===== config.mk =====
export PLATFORM = sky130hd
export DESIGN_NAME = mult4_seq_flat
export DESIGN_NICKNAME = d
export VERILOG_FILES = /design/src/rtl/mult4_seq_if.sv /design/src/rtl/mult4_seq.sv /design/src/flat_wrapper.sv
export SDC_FILE = /design/constraint.sdc
export NUM_CORES = 1
export LEC_CHECK = 0
export BUFFER_PORTS_ARGS = -buffer_cell sky130_fd_sc_hd__clkbuf_2
export CAP_MARGIN = 20
export CORE_MARGIN = 5
export CORE_UTILIZATION = 31
export DETAILED_ROUTE_END_ITERATION = 8
export SLEW_MARGIN = 0
export SYNTH_ARGS = -nofsm -noshare
export SYNTH_HDL_FRONTEND = slang
export SYNTH_SLANG_ARGS = --single-unit

===== constraint.sdc =====
create_clock -name clk -period 2.9 [get_ports clk]
set_input_delay 0.29 -clock clk [delete_from_list [all_inputs] [get_ports clk]]
set_output_delay 0.29 -clock clk [all_outputs]
set_load 0.01 [all_outputs]

===== src/rtl/mult4_seq_if.sv =====
// Handshake and operand/result bundle for the sequential 4x4 multiplier.
// The master side issues operations and the slave side (the multiplier) answers.
interface mult4_seq_if;
    logic       start;
    logic [3:0] a;
    logic [3:0] b;
    logic       busy;
    logic       done;
    logic [7:0] product;

    modport master (output start, a, b, input busy, done, product);
    modport slave  (input start, a, b, output busy, done, product);
endinterface


===== src/rtl/mult4_seq.sv =====
// Sequential 4x4 unsigned shift-and-add multiplier.
// One 4-bit ripple-carry adder is reused for one partial-product addition per cycle.

module adder4 (
    input  logic [3:0] a,
    input  logic [3:0] b,
    input  logic       cin,
    output logic [3:0] sum,
    output logic       cout
);
    logic [4:0] carry;

    assign carry[0] = cin;

    generate
        for (genvar gi = 0; gi < 4; gi++) begin : g_fa
            assign sum[gi]       = a[gi] ^ b[gi] ^ carry[gi];
            assign carry[gi + 1] = (a[gi] & b[gi]) | (carry[gi] & (a[gi] ^ b[gi]));
        end
    endgenerate

    assign cout = carry[4];
endmodule

module mult4_seq (
    input  logic          clk,
    input  logic          rst_n,
    mult4_seq_if.slave    bus
);
    typedef enum logic [1:0] {
        S_IDLE = 2'b00,
        S_RUN  = 2'b01,
        S_DONE = 2'b10
    } state_t;

    state_t     state_q, state_d;
    logic [3:0] mcand_q, mcand_d;
    // The carry bit above acc[7] is always zero after a shift, so only 8 bits are stored.
    logic [7:0] acc_q, acc_d;
    logic [1:0] cnt_q, cnt_d;
    logic [7:0] product_q, product_d;

    logic [3:0] sum;
    logic       c_out;

    adder4 u_adder (
        .a    (acc_q[7:4]),
        .b    (mcand_q),
        .cin  (1'b0),
        .sum  (sum),
        .cout (c_out)
    );

    always_comb begin
        state_d   = state_q;
        mcand_d   = mcand_q;
        acc_d     = acc_q;
        cnt_d     = cnt_q;
        product_d = product_q;
        case (state_q)
            S_IDLE, S_DONE: begin
                state_d = S_IDLE;
                if (bus.start) begin
                    state_d = S_RUN;
                    mcand_d = bus.a;
                    acc_d   = {4'h0, bus.b};
                    cnt_d   = 2'd0;
                end
            end
            S_RUN: begin
                // Add the multiplicand into the high half when the current multiplier bit is set.
                if (acc_q[0]) begin
                    acc_d = {c_out, sum, acc_q[3:1]};
                end else begin
                    acc_d = {1'b0, acc_q[7:4], acc_q[3:1]};
                end
                cnt_d = cnt_q + 2'd1;
                if (cnt_q == 2'd3) begin
                    product_d = acc_d;
                    state_d   = S_DONE;
                end
            end
            default: state_d = S_IDLE;
        endcase
    end

    always_ff @(posedge clk or negedge rst_n) begin
        if (!rst_n) begin
            state_q   <= S_IDLE;
            mcand_q   <= 4'h0;
            acc_q     <= 8'h00;
            cnt_q     <= 2'd0;
            product_q <= 8'h00;
        end else begin
            state_q   <= state_d;
            mcand_q   <= mcand_d;
            acc_q     <= acc_d;
            cnt_q     <= cnt_d;
            product_q <= product_d;
        end
    end

    assign bus.busy    = (state_q == S_RUN);
    assign bus.done    = (state_q == S_DONE);
    assign bus.product = product_q;
endmodule


===== src/flat_wrapper.sv =====
// flat-port wrapper written by rule: the top's interface ports become plain ports
module mult4_seq_flat 
  (clk, rst_n, bus_start, bus_a, bus_b, bus_busy, bus_done, bus_product);
  mult4_seq_if bus_i ();
  input  logic clk;
  input  logic rst_n;
  input wire logic [$bits(bus_i.start)-1:0] bus_start;
  input wire logic [$bits(bus_i.a)-1:0] bus_a;
  input wire logic [$bits(bus_i.b)-1:0] bus_b;
  output wire logic [$bits(bus_i.busy)-1:0] bus_busy;
  output wire logic [$bits(bus_i.done)-1:0] bus_done;
  output wire logic [$bits(bus_i.product)-1:0] bus_product;
  assign bus_i.start = bus_start;
  assign bus_i.a = bus_a;
  assign bus_i.b = bus_b;
  assign bus_busy = bus_i.busy;
  assign bus_done = bus_i.done;
  assign bus_product = bus_i.product;
  mult4_seq u_core (.clk(clk), .rst_n(rst_n), .bus(bus_i));
endmodule

After elaboration in Yosys (flattened, before gate mapping)
Cells that the tools add are included.
- word-level logic and storage cells: 42
- output and inout bits: 10
- register bits: 24
- input bits: 11
- bitwise operators: 17
- eq/ne operators: 5
- muxes and demuxes: 8
- $add $sub $neg: 1
- reductions and logical operators: 6
- operators with widths (operator ; count):
    8-bit two-way mux ; 2
    8-bit case mux with 2 select lines ; 1
    2-bit case mux with 2 select lines ; 2
    1-bit bitwise AND ; 7
    1-bit bitwise XOR ; 7
    2-bit AND reduction ; 3
    2-bit == test, second input constant ; 2
    2-bit two-way mux ; 2
    1-bit bitwise OR ; 3
    2-bit by 1-bit adder with 2-bit output, second input constant ; 1
    2-bit by 1-bit == test with 1-bit output, second input constant ; 1
    2-bit logical NOT ; 1
    2-bit by 1-bit != test with 1-bit output, second input constant ; 1
    2-bit != test, second input constant ; 1
    2-bit nonzero test ; 1
    2-bit OR reduction ; 1
    1-bit two-way mux ; 1

Logic depth before layout (Yosys ltp)
- depth in word-level cells: 9
- mapped depth: 8
- gate-level depth less buffers: 8

By module
Synthesis repeated with hierarchy kept, for this count alone.
- cell total of the unflattened synthesis: 91
- area total of the unflattened synthesis: 1114.8 µm²
- by module, submodules not included (module ; times used ; cells each ; area each (µm²) ; sequential area each (µm²)):
    mult4_seq ; 1 ; 77 ; 997.2 ; 600.6
    adder4 ; 1 ; 14 ; 117.6 ; 0.0

Least setup slack after synthesis
No wires, ideal clock.
- path kind: register to register
- start point: register u_core.acc_q[4]
- end point: register u_core.product_q[6] (netlist: u_core.bus.product[6])
- data arrival time: 1.939 ns
- required time: 2.772 ns
- slack: 0.833 ns
- period minus slack after synthesis: 2.067 ns
- path buffers: 0
- library setup time: 0.128 ns
- cell stages (with the launch flop): 9
- cell sequence: dfrtp_1 > ha_1 > inv_1 > fa_1 > fa_1 > inv_1 > fa_1 > mux2i_1 > o21ai_0
- longest elaborated chain between the ends: 7
- RTL lines (what ; RTL line ; text):
    start: declaration ; mult4_seq.sv:39 ; logic [7:0] acc_q, acc_d;
    start signal: assignment ; mult4_seq.sv:91 ; acc_q <= 8'h00;
    start signal: assignment ; mult4_seq.sv:97 ; acc_q <= acc_d;
    1-bit bitwise AND (2 in a row) ; mult4_seq.sv:18 ; assign carry[gi + 1] = (a[gi] & b[gi]) | (carry[gi] & (a[gi] ^ b[gi]));
    1-bit bitwise OR ; mult4_seq.sv:18 ;
    1-bit bitwise AND ; mult4_seq.sv:18 ;
    1-bit bitwise OR ; mult4_seq.sv:18 ;
    1-bit bitwise XOR ; mult4_seq.sv:17 ; assign sum[gi] = a[gi] ^ b[gi] ^ carry[gi];
    8-bit two-way mux ; mult4_seq.sv:72 ; if (acc_q[0]) begin
    end signal: assignment ; mult4_seq.sv:99 ; product_q <= product_d;
    end: declaration ; mult4_seq.sv:41 ; logic [7:0] product_q, product_d;
No other way between the ends.
A chain may end at the register's enable or synchronous reset.

Worst setup path in the final report
Ends and elaborated chain as after synthesis.

==> qor.json <==
{
  "crit_path_end_kind": {"value": "register"},
  "floorplan.die_area": {"value": 4759, "unit": "um^2"},
  "synthDistinctLibCells": {"value": 22},
  "start_util": {"value": 32.07, "unit": "%"},
  "finalSetupTns": {"value": 0, "unit": "ns"},
  "numCtsBuffers": {"value": 3},
  "final.hold.worst_slack": {"value": 0.1651, "unit": "ns"},
  "cp_cell_sequence": {"value": "ha_1 > inv_1 > fa_1 > fa_1 > inv_1 > fa_1 > mux2i_1 > o21ai_0"},
  "global_route.overflow_total": {"value": 0},
  "routed_wirelength": {"value": 1990, "unit": "um"},
  "drt_iter0_drc": {"value": 33},
  "drt-pass1-iter-count": {"value": 4},
  "fmaxAchievable": {"value": 0.4513, "unit": "GHz"},
  "slew_margin_rel": {"value": 58.15, "unit": "%"},
  "finalClockSkew": {"value": 0.01141, "unit": "ns"},
  "num_antenna_cells": {"value": 0},
  "final-setup-viol-count": {"value": 0},
  "run_status": {"value": "completed"},
  "crit_cells": {"value": 8},
  "clkTransAtPathRegs": {"value": 0.13, "unit": "ns"},
  "grt_setup_unrepaired": {"value": "false"},
  "num-fill-cells": {"value": 359},
  "final_max_slew_viol_count": {"value": 0},
  "track_usage": {"value": 10.11, "unit": "%"},
  "drc": {"value": 0},
  "insertion_delay": {"value": 0.33, "unit": "ns"},
  "hpwlAfterDp": {"value": 1429, "unit": "um"},
  "synth_nets": {"value": 103},
  "max-cap-violations": {"value": 0},
  "cts_tree": {"value": "done"},
  "via_count_of_the_first_global_routing_pass": {"value": 767},
  "boundaryPins": {"value": 21},
  "syn2layout_area_growth": {"value": 18.45, "unit": "%"},
  "power.ir.vdd_worst": {"value": 0.0005537, "unit": "V"},
  "worst_path_max_delay_cell": {"value": "dfrtp_1"},
  "avgRoutedWirePerCell": {"value": 12.84, "unit": "um"},
  "detail_route.vias_per_cell": {"value": 4.432},
  "number_of_sinks_driven_by_the_clock_tree": {"value": 24},
  "syn_area_per_cell": {"value": 12.40, "unit": "um^2"},
  "reg2regPathDepth": {"value": 8},
  "ctsRootBufferMaster": {"value": "clkbuf_4"},
  "synth.cell_area": {"value": 1079, "unit": "um^2"},
  "critPathTopFamily": {"value": "adder cells"},
  "power_per_cell_area": {"value": 1050, "unit": "nW/um^2"},
  "critical_path.max_stage_delay": {"value": 0.40, "unit": "ns"},
  "lkg_pwr": {"value": 0.6129, "unit": "nW"},
  "gp_routability_congestion": {"value": 0.7330},
  "core.rowCount": {"value": 21},
  "critical_path_peak_fanout": {"value": 3},
  "grt_max_degree": {"value": 25},
  "timing.final.crit_share": {"value": 76.41, "unit": "%"},
  "cts_max_path_buffers": {"value": 2},
  "fin_total_pwr": {"value": 1.341, "unit": "mW"},
  "critical_path_required": {"value": 3.10, "unit": "ns"},
  "fp.dieH": {"value": 68.99, "unit": "um"},
  "nNetsFinal": {"value": 126},
  "hold_path_class": {"value": "input port to register"},
  "timing.critical_path.buf_inv": {"value": 2},
  "critPathLaunchType": {"value": "register"},
  "die_width": {"value": 68.99, "unit": "um"},
  "final_hold_viol_count": {"value": 0},
  "worst-setup-path-type": {"value": "register to register"},
  "antenna_found_initial": {"value": 0},
  "synth-seq-area-share": {"value": 55.68, "unit": "%"},
  "setup.reg_to_reg.worst_slack": {"value": 0.68, "unit": "ns"},
  "yosys_warnings": {"value": 0},
  "crit_arrival": {"value": 2.41, "unit": "ns"},
  "vias": {"value": 687},
  "crit_path_end": {"value": "u_core.bus.product[6]"},
  "reg2reg_from": {"value": "u_core.acc_q[4]"},
  "rr_endpoint": {"value": "u_core.bus.product[6]"},
  "ant_nets": {"value": 0},
  "layout-drive-gt1-share": {"value": 33.03, "unit": "%"},
  "wire_length_of_the_first_global_routing_pass": {"value": 3539, "unit": "um"},
  "crit_path_start": {"value": "u_core.acc_q[4]"},
  "cts_max_level": {"value": 1},
  "io_buffers": {"value": 20},
  "placeableCoreArea": {"value": 3363, "unit": "um^2"},
  "worst-slew-pin-transition": {"value": 0.6250, "unit": "ns"},
  "ys_seq_elements": {"value": 24},
  "finalCriticalPeriod": {"value": 2.216, "unit": "ns"},
  "post_synth_inst_count": {"value": 87},
  "cpMostUsedCell": {"value": "fa_1"}
}
## worst min-delay path by stage
stage,from,to,slack (ns),cells after the start
finish,bus_a[2],u_core.mcand_q[2],0.17,3
global route,bus_a[3],u_core.mcand_q[3],0.17,2
CTS,bus_a[2],u_core.mcand_q[2],0.16,3
detailed placement,rst_n,u_core.bus.product[6],0.33,1
global placement,rst_n,u_core.bus.product[6],0.32,1
floorplan,rst_n,u_core.acc_q[0],-0.006,0
## per-layer routing
metal	vias to the layer above	share of wire [%]	GRT usage, %
met3	5	4.5	3.728
met5	-	0	0
met4	0	1.1	2.920
met1	327	47	12.54
li1	341	-	-
met2	14	47	16.43
## tightest hold or removal path, cell delays in order
cell and delay [ns]:
clkbuf_2 0.08, nand2_1 0.03, o21ai_0 0.06
## cell families after synthesis
logic type               synth area share [%]
AO/OA/AOI/OAI                           10.44
flip-flops                              55.68
buffers and inverters                   4.756
multiplexers                            12.99
AND/OR/NAND/NOR                         8.237
adder cells (fa/ha/maj)                 7.888
## state kept, by name, indices dropped and copies added, names as in the netlist
| name | cells |
|---|---|
| u_core.acc_q | 8 |
| u_core.bus.product | 8 |
| u_core.cnt_q | 2 |
| u_core.mcand_q | 4 |
| u_core.state_q | 2 |
## layout by cell type, fill, tap and decap left out, types with 2 or more instances in the layout
| cell type | count |
|---|---|
| mux2_2 | 8 |
| clkbuf_4 | 3 |
| dfrtp_1 | 24 |
| nand2_1 | 11 |
| ha_1 | 2 |
| o21ai_0 | 10 |
| clkbuf_2 | 20 |
| mux2i_1 | 5 |
| o2bb2ai_1 | 3 |
| fa_1 | 3 |
| inv_1 | 7 |
## synth_stat cells (all sizes together)
library cell  instances  area (um^2)
dfrtp                24        600.6
nand2                11        41.29
o21ai                10        50.05
inv                   8        30.03
mux2                  8        90.09
mux2i                 5        50.05
buf                   3        21.27
fa                    3        60.06
o2bb2ai               3        26.28
ha                    2        25.02
nor2                  2        15.01
a221o                 1        10.01
a22o                  1        8.760
a2bb2o                1        10.01
and2b                 1        7.510
nand2b                1        8.760
nand3b                1        7.510
nor2b                 1        8.760
o21bai                1        7.510
## metrics by stage
step	utilization [%]	setup WS [ns]	std cells	cell area, um^2
2_1_floorplan	-	0.8333	87	1079
3_3_place_gp	36.12	0.7574	150	1215
3_5_place_dp	36.12	0.7081	150	1215
4_1_cts	37.98	0.6833	155	1277
5_1_grt	37.98	0.5109	155	1277
6_report	37.98	0.6840	155	1277
## power by group
| group | switching (mW) | total [mW] | internal (mW) |
|---|---|---|---|
| sequential | 0.0951 | 0.570 | 0.475 |
| combinational | 0.279 | 0.521 | 0.242 |
| clock | 0.110 | 0.250 | 0.140 |
| total | 0.484 | 1.34 | 0.857 |
## repair_timing
action / CTS / global route
hold buffers: 1 / 0
resized for setup: 0 / 0
setup buffers: 0 / 0
hold endpoints to repair: 24 / 0
## cell type report
cell class,count,area [um^2],area share (%)
clock inverter,1,30.03,2.351
timing repair buffer,21,110.1,8.619
multi-input combinational,52,426.7,33.40
sequential,24,600.6,47.01
inverter,8,30.03,2.351
clock buffer,3,22.52,1.763
tap,46,57.56,4.505
Note: power is estimated with default switching activity, not from simulation.
